==> src/rtl/muldiv_pkg.sv <==
// Shared encodings for the HI/LO multiply/divide sequencer.
//   MULDIV_WIDTH      default operand and HI/LO width
//   OP_*              3-bit operation codes presented on 'op' (11x is reserved)
//   ST_*              sequencer state encoding
package muldiv_pkg;

    localparam int MULDIV_WIDTH = 32;

    localparam logic [2:0] OP_MULT  = 3'b000;
    localparam logic [2:0] OP_MULTU = 3'b001;
    localparam logic [2:0] OP_DIV   = 3'b010;
    localparam logic [2:0] OP_DIVU  = 3'b011;
    localparam logic [2:0] OP_MTHI  = 3'b100;
    localparam logic [2:0] OP_MTLO  = 3'b101;

    localparam logic [1:0] ST_IDLE = 2'd0;
    localparam logic [1:0] ST_PREP = 2'd1;
    localparam logic [1:0] ST_CALC = 2'd2;
    localparam logic [1:0] ST_FIX  = 2'd3;

endpackage

==> src/rtl/muldiv_iter_core.sv <==
// Iterative accumulator for unsigned multiply (MSB-first shift-add) and
// restoring divide (shift-subtract). One operand bit is consumed per step.
// Ports:
//   clk, reset     clock, synchronous active-high reset
//   clear          zero the accumulator and load the bit-serial operand
//   step           perform one iteration
//   isDiv          1 = divide, 0 = multiply
//   magA, magB     unsigned operand magnitudes (held stable while stepping)
//   accHi, accLo   accumulator halves: product, or remainder/quotient
import muldiv_pkg::*;

module muldiv_iter_core #(
    parameter int WIDTH = MULDIV_WIDTH
) (
    input  logic             clk,
    input  logic             reset,
    input  logic             clear,
    input  logic             step,
    input  logic             isDiv,
    input  logic [WIDTH-1:0] magA,
    input  logic [WIDTH-1:0] magB,
    output logic [WIDTH-1:0] accHi,
    output logic [WIDTH-1:0] accLo
);

    // Multiply consumes the multiplier MSB-first; divide shifts the dividend
    // MSB-first into the partial remainder. Both use the same shift register.
    logic [WIDTH-1:0]   shReg;
    logic [WIDTH:0]     trial;
    logic               qBit;
    logic [WIDTH-1:0]   remNext;
    logic [2*WIDTH-1:0] mulNext;

    always_comb begin
        // Partial remainder stays below magB, so WIDTH+1 bits hold 2*rem+bit;
        // the top bit of the difference acts as the borrow.
        trial   = {accHi, shReg[WIDTH-1]} - {1'b0, magB};
        qBit    = ~trial[WIDTH];
        remNext = qBit ? trial[WIDTH-1:0] : {accHi[WIDTH-2:0], shReg[WIDTH-1]};
        mulNext = {accHi[WIDTH-2:0], accLo, 1'b0}
                + (shReg[WIDTH-1] ? {{WIDTH{1'b0}}, magA} : {2*WIDTH{1'b0}});
    end

    always_ff @(posedge clk) begin
        if (reset) begin
            accHi <= '0;
            accLo <= '0;
            shReg <= '0;
        end else if (clear) begin
            accHi <= '0;
            accLo <= '0;
            shReg <= isDiv ? magA : magB;
        end else if (step) begin
            if (isDiv) begin
                accHi <= remNext;
                accLo <= {accLo[WIDTH-2:0], qBit};
            end else begin
                {accHi, accLo} <= mulNext;
            end
            shReg <= {shReg[WIDTH-2:0], 1'b0};
        end
    end

endmodule

==> src/rtl/muldiv_hilo_ctrl.sv <==
// MIPS multiply/divide sequencer owning the architectural HI/LO registers.
// MULT/MULTU/DIV/DIVU run iteratively (34-cycle occupancy); MTHI/MTLO write
// in one cycle from IDLE.
// Ports:
//   clk, reset       clock, synchronous active-high reset
//   start, op        request strobe and operation code (accepted when ready)
//   src_a, src_b     rs / rt operands
//   ready, busy      handshake: ready = ~busy
//   done             one-cycle pulse while HI/LO are being written by mul/div
//   div_zero         sticky: last divide had a zero divisor
//   hi, lo           architectural HI/LO
//
// state | meaning
// IDLE  | waiting; MTHI/MTLO serviced here
// PREP  | take magnitudes, record sign flags, clear accumulator
// CALC  | WIDTH iterations of shift-add / shift-subtract
// FIX   | apply signs, write HI/LO, pulse done
import muldiv_pkg::*;

module muldiv_hilo_ctrl #(
    parameter int WIDTH = MULDIV_WIDTH,
    parameter int CNT_W = 6
) (
    input  logic             clk,
    input  logic             reset,
    input  logic             start,
    input  logic [2:0]       op,
    input  logic [WIDTH-1:0] src_a,
    input  logic [WIDTH-1:0] src_b,
    output logic             ready,
    output logic             busy,
    output logic             done,
    output logic             div_zero,
    output logic [WIDTH-1:0] hi,
    output logic [WIDTH-1:0] lo
);

    localparam logic [CNT_W-1:0] LAST_CNT = CNT_W'(WIDTH - 1);

    logic [1:0]       state;
    logic             isSignedReg;
    logic             isDivReg;
    logic [WIDTH-1:0] aReg;
    logic [WIDTH-1:0] bReg;
    logic             sq;
    logic             sr;
    logic [CNT_W-1:0] cnt;

    logic [WIDTH-1:0]   magA;
    logic [WIDTH-1:0]   magB;
    logic [WIDTH-1:0]   accHi;
    logic [WIDTH-1:0]   accLo;
    logic [2*WIDTH-1:0] prodFix;
    logic [WIDTH-1:0]   fixHi;
    logic [WIDTH-1:0]   fixLo;

    assign busy  = (state != ST_IDLE);
    assign ready = ~busy;
    assign done  = (state == ST_FIX);

    always_comb begin
        magA = (isSignedReg && aReg[WIDTH-1]) ? -aReg : aReg;
        magB = (isSignedReg && bReg[WIDTH-1]) ? -bReg : bReg;
    end

    muldiv_iter_core #(.WIDTH(WIDTH)) uCore (
        .clk   (clk),
        .reset (reset),
        .clear (state == ST_PREP),
        .step  (state == ST_CALC),
        .isDiv (isDivReg),
        .magA  (magA),
        .magB  (magB),
        .accHi (accHi),
        .accLo (accLo)
    );

    always_comb begin
        prodFix = sq ? -{accHi, accLo} : {accHi, accLo};
        if (isDivReg) begin
            fixLo = sq ? -accLo : accLo;
            fixHi = sr ? -accHi : accHi;
        end else begin
            fixHi = prodFix[2*WIDTH-1:WIDTH];
            fixLo = prodFix[WIDTH-1:0];
        end
    end

    always_ff @(posedge clk) begin
        if (reset) begin
            state       <= ST_IDLE;
            isSignedReg <= 1'b0;
            isDivReg    <= 1'b0;
            aReg        <= '0;
            bReg        <= '0;
            sq          <= 1'b0;
            sr          <= 1'b0;
            cnt         <= '0;
            div_zero    <= 1'b0;
            hi          <= '0;
            lo          <= '0;
        end else begin
            case (state)
                ST_IDLE: begin
                    if (start) begin
                        case (op)
                            OP_MTHI: hi <= src_a;
                            OP_MTLO: lo <= src_a;
                            OP_MULT, OP_MULTU, OP_DIV, OP_DIVU: begin
                                isSignedReg <= ~op[0];
                                isDivReg    <= op[1];
                                aReg        <= src_a;
                                bReg        <= src_b;
                                div_zero    <= 1'b0;
                                state       <= ST_PREP;
                            end
                            default: ;
                        endcase
                    end
                end
                ST_PREP: begin
                    sq    <= isSignedReg & (aReg[WIDTH-1] ^ bReg[WIDTH-1]);
                    sr    <= isSignedReg & aReg[WIDTH-1];
                    cnt   <= '0;
                    state <= ST_CALC;
                end
                ST_CALC: begin
                    cnt <= cnt + 1'b1;
                    if (cnt == LAST_CNT) begin
                        state <= ST_FIX;
                    end
                end
                ST_FIX: begin
                    hi <= fixHi;
                    lo <= fixLo;
                    if (isDivReg) begin
                        div_zero <= (bReg == '0);
                    end
                    state <= ST_IDLE;
                end
                default: state <= ST_IDLE;
            endcase
        end
    end

endmodule

==> config.mk <==
export PLATFORM = sky130hd
export DESIGN_NAME = muldiv_hilo_ctrl
export DESIGN_NICKNAME = d
export VERILOG_FILES = /design/src/rtl/muldiv_pkg.sv /design/src/rtl/muldiv_iter_core.sv /design/src/rtl/muldiv_hilo_ctrl.sv
export SDC_FILE = /design/constraint.sdc
export NUM_CORES = 1
export LEC_CHECK = 0
export CAP_MARGIN = 20
export CORE_MARGIN = 10
export CORE_UTILIZATION = 45
export DETAILED_ROUTE_END_ITERATION = 7
export PLACE_DENSITY = 0.63
export SYNTH_ARGS = -nofsm -noshare
export SYNTH_HDL_FRONTEND = slang
export SYNTH_SLANG_ARGS = --single-unit
==> constraint.sdc <==
create_clock -name clk -period 5.5 [get_ports clk]
set_input_delay 1.1 -clock clk [delete_from_list [all_inputs] [get_ports clk]]
set_output_delay 1.1 -clock clk [all_outputs]
set_load 0.02 [all_outputs]
==> impl_results.md, run 1 <==
- Status: completed
- Final slew viol count: 0
- Count leader, synth: nand2_1
- CTS tree: done
- Critical path startpoint category: register
- Synthesized Nets: 2470
- Gr ovfl total: 0
- Vias in the first global route: approximately 16k
- Top cells by count, synth: nand2_1, a21oi_1, nor2_1, dfxtp_1, clkbuf_1
- Nets: 2521
- Share of layout cells above drive strength 1: ~6.2%
- Clk root buf: clkbuf_16
- Total track usage: 26.9%
- Largest net degree at the start of global routing: 97
- CTS Buf Count: 29
- Worst Tran Pin Value: about 1.1 ns
- Synth-to-layout area growth: 16.2%
- RSZ-0062 raised after global routing: no
- Crit path required time: about 6.0 ns
- Port Buffer Count: around 140
- Area leader, netlist: dfxtp_1
- Hold Path Class: reg2reg
- Starting DRT DRC Count: ~1.6k
- Pre-antenna DRT Iters: 7
- Max-slew headroom: between 20% and 30%
- Synth async-reset ratio: 0%
- VDD IR max: slightly below 0.4 mV
- Peak Freq: 0.192 GHz
- Setup TNS: 0 ns
- Final hold vios: 0
- Routability cong.: a little under 1
- Worst skew pair latency: 0.59 ns
- Leak pwr: around 7.5 nW
- Final Critical Period: between 5 and 6 ns
- Sequential element share of the synthesized area: between 20 and 30%
- Netlist Area Pre-Place: roughly 17000 µm²
- Post-route ant nets: 0
- Warning count from the yosys run: 0
- R2r setup slk: roughly 0.28 ns
- Vias: around 18k
- Die X-Extent: 216 µm
- Synth top area cells: dfxtp_1, a21oi_1, nand2_1
- CP arrival: roughly 5.7 ns
- #FFs+latches synth: 237
- Post-CTS Setup Repair Bufs: 0
- Syn avg cell area: roughly 7.4 µm²
- Initial core utilization: a little under half
- Clk buf depth: 3
- Unique masters post-synth: 82
- Period Utilization, post-route: 94.9%
- CP Max Fanout: 11
- H-tree depth: 1
- Total power: ~8.7 mW
- Max Cap Violations: 0
- HPWL after DPL: between 50000 and 60000 µm
- Full die area: between 40000 and 50000 µm²
- Ys flop type: dfxtp_1
- Clock sinks: about 240
- Core ar.: about 38000 µm²
- Final WL: between 60000 and 70000 µm
- DR WL/cell: 22.6 µm
- Final Skew: ~0.016 ns
- Crit path kind: reg2reg
- Initial antenna violation count: 0
- Critical path endpoint category: register
- Site Rows: 71
- First-pass GRT wire length: between 90000 and 100000 µm
- Clk pin slew, worst setup/hold paths: approximately 0.06 ns
- Post-synth EDFFs: 0
- P per Cell Area: between 400 and 500 nW/µm²
- Chip height: 216 µm
- Ports: between 100 and 150
- Final setup fails: 0
- Drt drc: 0
- Vias/cell: a little over 6
- Post-synthesis cell count: between 2k and 2.5k
- Area share of the largest cell type after synthesis: between 20% and 30%
[cell usage in the layout (no fill, tap or decap), types with 6 or more instances in the layout]
master	Yosys	final
dfxtp_1	237	236
clkbuf_16	0	30
buf_4	0	52
o21a_1	13	13
a22oi_1	12	12
and2_1	23	23
inv_1	39	39
nand4_1	21	21
o21ai_0	133	133
o221ai_1	7	7
and3_1	17	17
or4_1	11	11
xnor2_1	109	108
clkdlybuf4s50_1	0	136
nand2b_1	9	9
nor2_1	251	248
o31ai_1	19	19
a211oi_1	80	80
a31o_2	6	6
a31oi_1	27	27
a21boi_0	6	6
nor3_1	48	47
a21o_1	31	31
clkbuf_1	147	7
nor4_1	24	24
mux2i_1	58	58
o41ai_1	8	8
o211ai_1	23	23
a21oi_1	267	267
nand2_1	305	305
a311oi_1	15	14
a221oi_1	8	8
o22ai_1	8	7
nand3b_1	6	6
ha_1	73	70
xor2_1	95	95
nand3_1	29	29
or3_1	16	16
nor2b_1	14	14
[worst max-delay path, stage by stage (launching register included)]
cell and delay (ns):
dfxtp_1 0.36, or4_1 0.63, nor4_2 0.30, and3_4 0.29
inv_2 0.05, o21ai_0 0.19, xor2_1 0.38, nor2_1 0.08
ha_1 0.40, nand4_1 0.18, a211oi_1 0.29, nor3_1 0.11
or4b_1 0.51, o21a_1 0.18, buf_4 0.19, nor2_1 0.25
nand4_1 0.17, xnor2_1 0.18, a221o_1 0.33
[registers in the layout, indices dropped and copies added, names as in the netlist]
signal / flops
aReg: 32
bReg: 32
hi: 32
lo: 32
uCore.accHi: 32
uCore.accLo: 32
uCore.shReg: 32
cnt: 6
state: 2
div_zero: 1
isDivReg: 1
isSignedReg: 1
sq: 1
sr: 1
[power breakdown]
part	switching (mW)	internal, mW
Sequential	0.388	2.00
Combinational	2.71	1.67
Clock	0.807	1.12
[layer usage]
metal	up-vias	routed length, µm	global-route usage (%)
li1	8462	-	-
met1	8295	30400	38.8
met2	803	26800	38.4
met3	106	5500	4.28
met4	0	2790	11.5
met5	-	0	0
[cell type report]
| cell class | count | area (µm²) |
|---|---|---|
| fillers | 3617 | 17700 |
| multi-input cells | 1875 | 11800 |
| flip-flops and latches | 237 | 4750 |
| repair buffers | 189 | 1780 |
| clock buffers | 40 | 807 |
| well taps | 511 | 639 |
| inverters | 44 | 165 |
| clock inverters | 9 | 120 |
| diodes | 1 | 2.50 |
[metrics by stage]
| step | utilization (%) | area (µm²) | hold slack [ns] | setup slack [ns] | instances |
|---|---|---|---|---|---|
| after floorplan | - | 17200 | 0.441 | 0.871 | 2325 |
| after detailed placement | 50.4 | 19000 | 0.447 | 0.115 | 2854 |
| after global routing | 53.0 | 20000 | 0.488 | 0.00496 | 2905 |
| final | 53.0 | 20000 | 0.452 | 0.280 | 2906 |
| after CTS | 52.8 | 19900 | 0.453 | 0.0988 | 2903 |
| after global placement | 50.4 | 19000 | 0.440 | 0.297 | 2854 |
[kinds of logic after synthesis]
group	Yosys count	synth area share, %
flip-flops	237	27.5
XOR/XNOR	204	10.4
buffers and inverters	214	4.81
adder cells (fa/ha/maj)	75	5.53
AND/OR/NAND/NOR	811	21.8
AO/OA/AOI/OAI	721	26.2
multiplexers	63	3.69
[path summary, 6_finish.rpt]
kind                     endpoint  depth (start not counted)     start
hold reg to reg            hi[21]                          2    hi[21]
hold / removal             hi[21]                          2    hi[21]
setup reg to reg  uCore.accHi[12]                         18  aReg[10]
setup / recovery  uCore.accHi[12]                         18  aReg[10]
[repair_timing]
action,in CTS,in global routing
gates resized for setup,0,5
hold buffers,0,0
setup endpoints to repair,0,29
No activity file was read; power rests on OpenSTA's default activity.
==> run 2, diff against run 1 <==
--- a/config.mk
+++ b/config.mk
@@ -12,4 +12,5 @@
 export PLACE_DENSITY = 0.63
 export SYNTH_ARGS = -nofsm -noshare
 export SYNTH_HDL_FRONTEND = slang
+export SYNTH_HIERARCHICAL = 1
 export SYNTH_SLANG_ARGS = --single-unit
==> run 2 against run 1 <==
Net effect:
- die area grew 5.2%
- non-clock buffer count grew 17
- combinational power rose by 34%
- final cell count is 5.7% higher
- register-to-register slack better by 0.03 ns
- total power rose by 20%
- largest power group unchanged
- clock power rose by 8%
- maximum frequency increased by 0.51%
- first-iteration DRC count rose by 40%
- via count rose by 12%
- sequential power increased by 3%
==> impl_results.md, run 2 <==
- Post-route ant nets: 0
- DR WL/cell: 25.2 µm
- HPWL after DPL: 59600 µm
- Full die area: a little under 50000 µm²
- Gr ovfl total: 0
- Final Critical Period: about 5.2 ns
- Clk buf depth: 3
- GR Layer Usage met2: 47.7%
- Core ar.: about 40000 µm²
- CP delay by family, top: simple AND/OR/NAND/NOR gates
- Worst Path Buf+Inv: 2
- Initial antenna violation count: 4
- Worst path cell trace: or3_1, or4_1, nor4_4, and2_1, nor2_1, xor2_1, inv_1, ha_1, nand2_1, nor3_1, nand3_1, nor3_1, a21oi_4, xnor2_4, buf_12, mux2i_1, a211oi_1, a311o_1
- Die X-Extent: between 200 and 250 µm
- Clk pin slew, worst setup/hold paths: approximately 0.060 ns
- #FFs+latches synth: 237
- Peak Freq: 0.193 GHz
- R2r setup slk: around 0.3 ns
- Vias/cell: 6.43
- CTS tree: done
- Nets: approximately 2.7k
- Vias in the first global route: 18.0k
- Final hold vios: 0
- CP Max Fanout: 6
- Synth-to-layout area growth: 16.7%
- Routability cong.: about 1.0
- Critical Path Slowest Stage Cell: or4_1
- Final WL: 77300 µm
- Area leader, netlist: dfxtp_1
- Synth async-reset ratio: 0%
- Chip height: roughly 220 µm
- Max-slew headroom: between 20% and 30%
- Unique masters post-synth: a little under 100
- Hold Path Class: reg2reg
- Final slew viol count: 0
- Sequential element share of the synthesized area: 26.0%
- Hold bufs inserted after CTS: 0
- GRT met1 Usage: ~38%
- Most frequent CP cell: nor3_1
- Commonest non-fill, non-tap cells in the layout: nand2_1, a21oi_1, dfxtp_1, nor2_1, o21ai_0
- Status: completed
- CTS Buf Count: 30
- Largest net degree at the start of global routing: a little over 80
- Share of layout cells above drive strength 1: under 10%
- Leak pwr: a little under 8 nW
- Ports: ~140
- Critical path endpoint category: register
- Clock sinks: ~240
- P per Cell Area: about 490 nW/µm²
- Final instance area: between 20000 and 25000 µm²
- Worst skew pair latency: roughly 0.60 ns
- Pre-antenna DRT Iters: 6
- Final setup fails: 0
- Period Utilization, post-route: a little over nine tenths
- Max Cap Violations: 0
- Crit path kind: reg2reg
- Most common cell after layout, fill and taps aside: nand2_1
- Synthesized Nets: around 2.6k
- Critical path startpoint category: register
- Final Skew: around 0.012 ns
- H-tree depth: 1
- Top Usage Layer GRT: met2
- Slowest stage delay, CP: between 0.5 and 0.6 ns
- Total power: roughly 10 mW
- Crit path required time: approximately 6.0 ns
- CP arrival: 5.68 ns
- Total track usage: 29.4%
- Worst Tran Pin Value: 1.07 ns
- Setup TNS: 0 ns
- Starting DRT DRC Count: approximately 2.3k
- Ys flop type: dfxtp_1
- Top cells by count, synth: nand2_1, a21oi_1, dfxtp_1, nor2_1, o21ai_0
- Worst hold slack: between 0.4 and 0.5 ns
- Vias: between 15k and 20k
- Netlist Area Pre-Place: between 15000 and 20000 µm²
- Count leader, synth: nand2_1
- Fillers: between 3k and 4k
- Post-synthesis cell count: between 2k and 2.5k
- Synth top area cells: dfxtp_1, a21oi_1, nand2_1
- VDD IR max: around 0.35 mV
- Post-Place Cell Area: 20200 µm²
- Post-synth EDFFs: 0
- Warning count from the yosys run: 6
- Area share of the largest cell type after synthesis: around a quarter
- First-pass GRT wire length: approximately 110000 µm
- Clk root buf: clkbuf_16
- Syn avg cell area: between 7 and 8 µm²
- Site Rows: 73
- Initial core utilization: between 40 and 50%
- M3 GR Usage: 5.85%
- Drt drc: 0
- Port Buffer Count: around 140
## run 2: cells by family after synthesis
| kind of cell | share of synthesized area [%] |
|---|---|
| adder cells (fa/ha/maj) | 5.16 |
| XOR/XNOR | 8.37 |
| multiplexers | 3.24 |
| buffers and inverters | 4.97 |
| AND/OR/NAND/NOR | 23.9 |
| flip-flops | 26.0 |
| AO/OA/AOI/OAI | 28.4 |
## run 2: worst reg2reg max path, stage by stage (launching register included)
cell and delay, ns:
dfxtp_1 0.34, or3_1 0.42, or4_1 0.53, nor4_4 0.42, and2_1 0.30, nor2_1 0.08
xor2_1 0.39, inv_1 0.09, ha_1 0.40, nand2_1 0.09, nor3_1 0.26, nand3_1 0.15
nor3_1 0.35, a21oi_4 0.16, xnor2_4 0.26, buf_12 0.16, mux2i_1 0.24, a211oi_1 0.11
a311o_1 0.33
## run 2: path summary, 6_finish.rpt
check          start              to  cells past startpoint
max          bReg[7]  uCore/accHi[8]                     18
min           lo[17]          lo[17]                      2
max reg2reg  bReg[7]  uCore/accHi[8]                     18
min reg2reg   lo[17]          lo[17]                      2
## run 2: power by group
group          total, mW  internal, mW  switching (mW)
combinational       5.88          2.12            3.77
clock               2.08          1.23           0.851
sequential          2.46          2.00           0.460
## run 2: metal layers
layer | share of wire [%] | routed length (µm)
met1 | 41 | 31600
met3 | 9.3 | 7200
met5 | 0.027 | 21
met2 | 46 | 35300
met4 | 4.2 | 3250
## run 2: metrics by stage
stage                     worst slack [ns]  util (%)  cells
after floorplan                      0.918         -   2443
after global placement               0.216      50.6   3014
after detailed placement             0.121      50.6   3014
after CTS                            0.116      53.1   3067
after global routing               -0.0378      53.3   3070
final                                0.307      53.3   3072
## run 2: timing repair
item                                    4_1_cts  5_1_grt
resized for setup                             0        6
buffers inserted                              0        3
endpoints found under the setup margin        0       26
## run 2: area by class of cell
type,instances,area [µm²],area share [%]
sequential,237,4750,22.3
timing repair buffer,206,1910,8.99
clock buffer,42,867,4.08
multi-input combinational,1973,12700,59.5
inverter,76,285,1.34
tap,525,657,3.09
clock inverter,11,140,0.659
antenna,2,5.00,0.0235
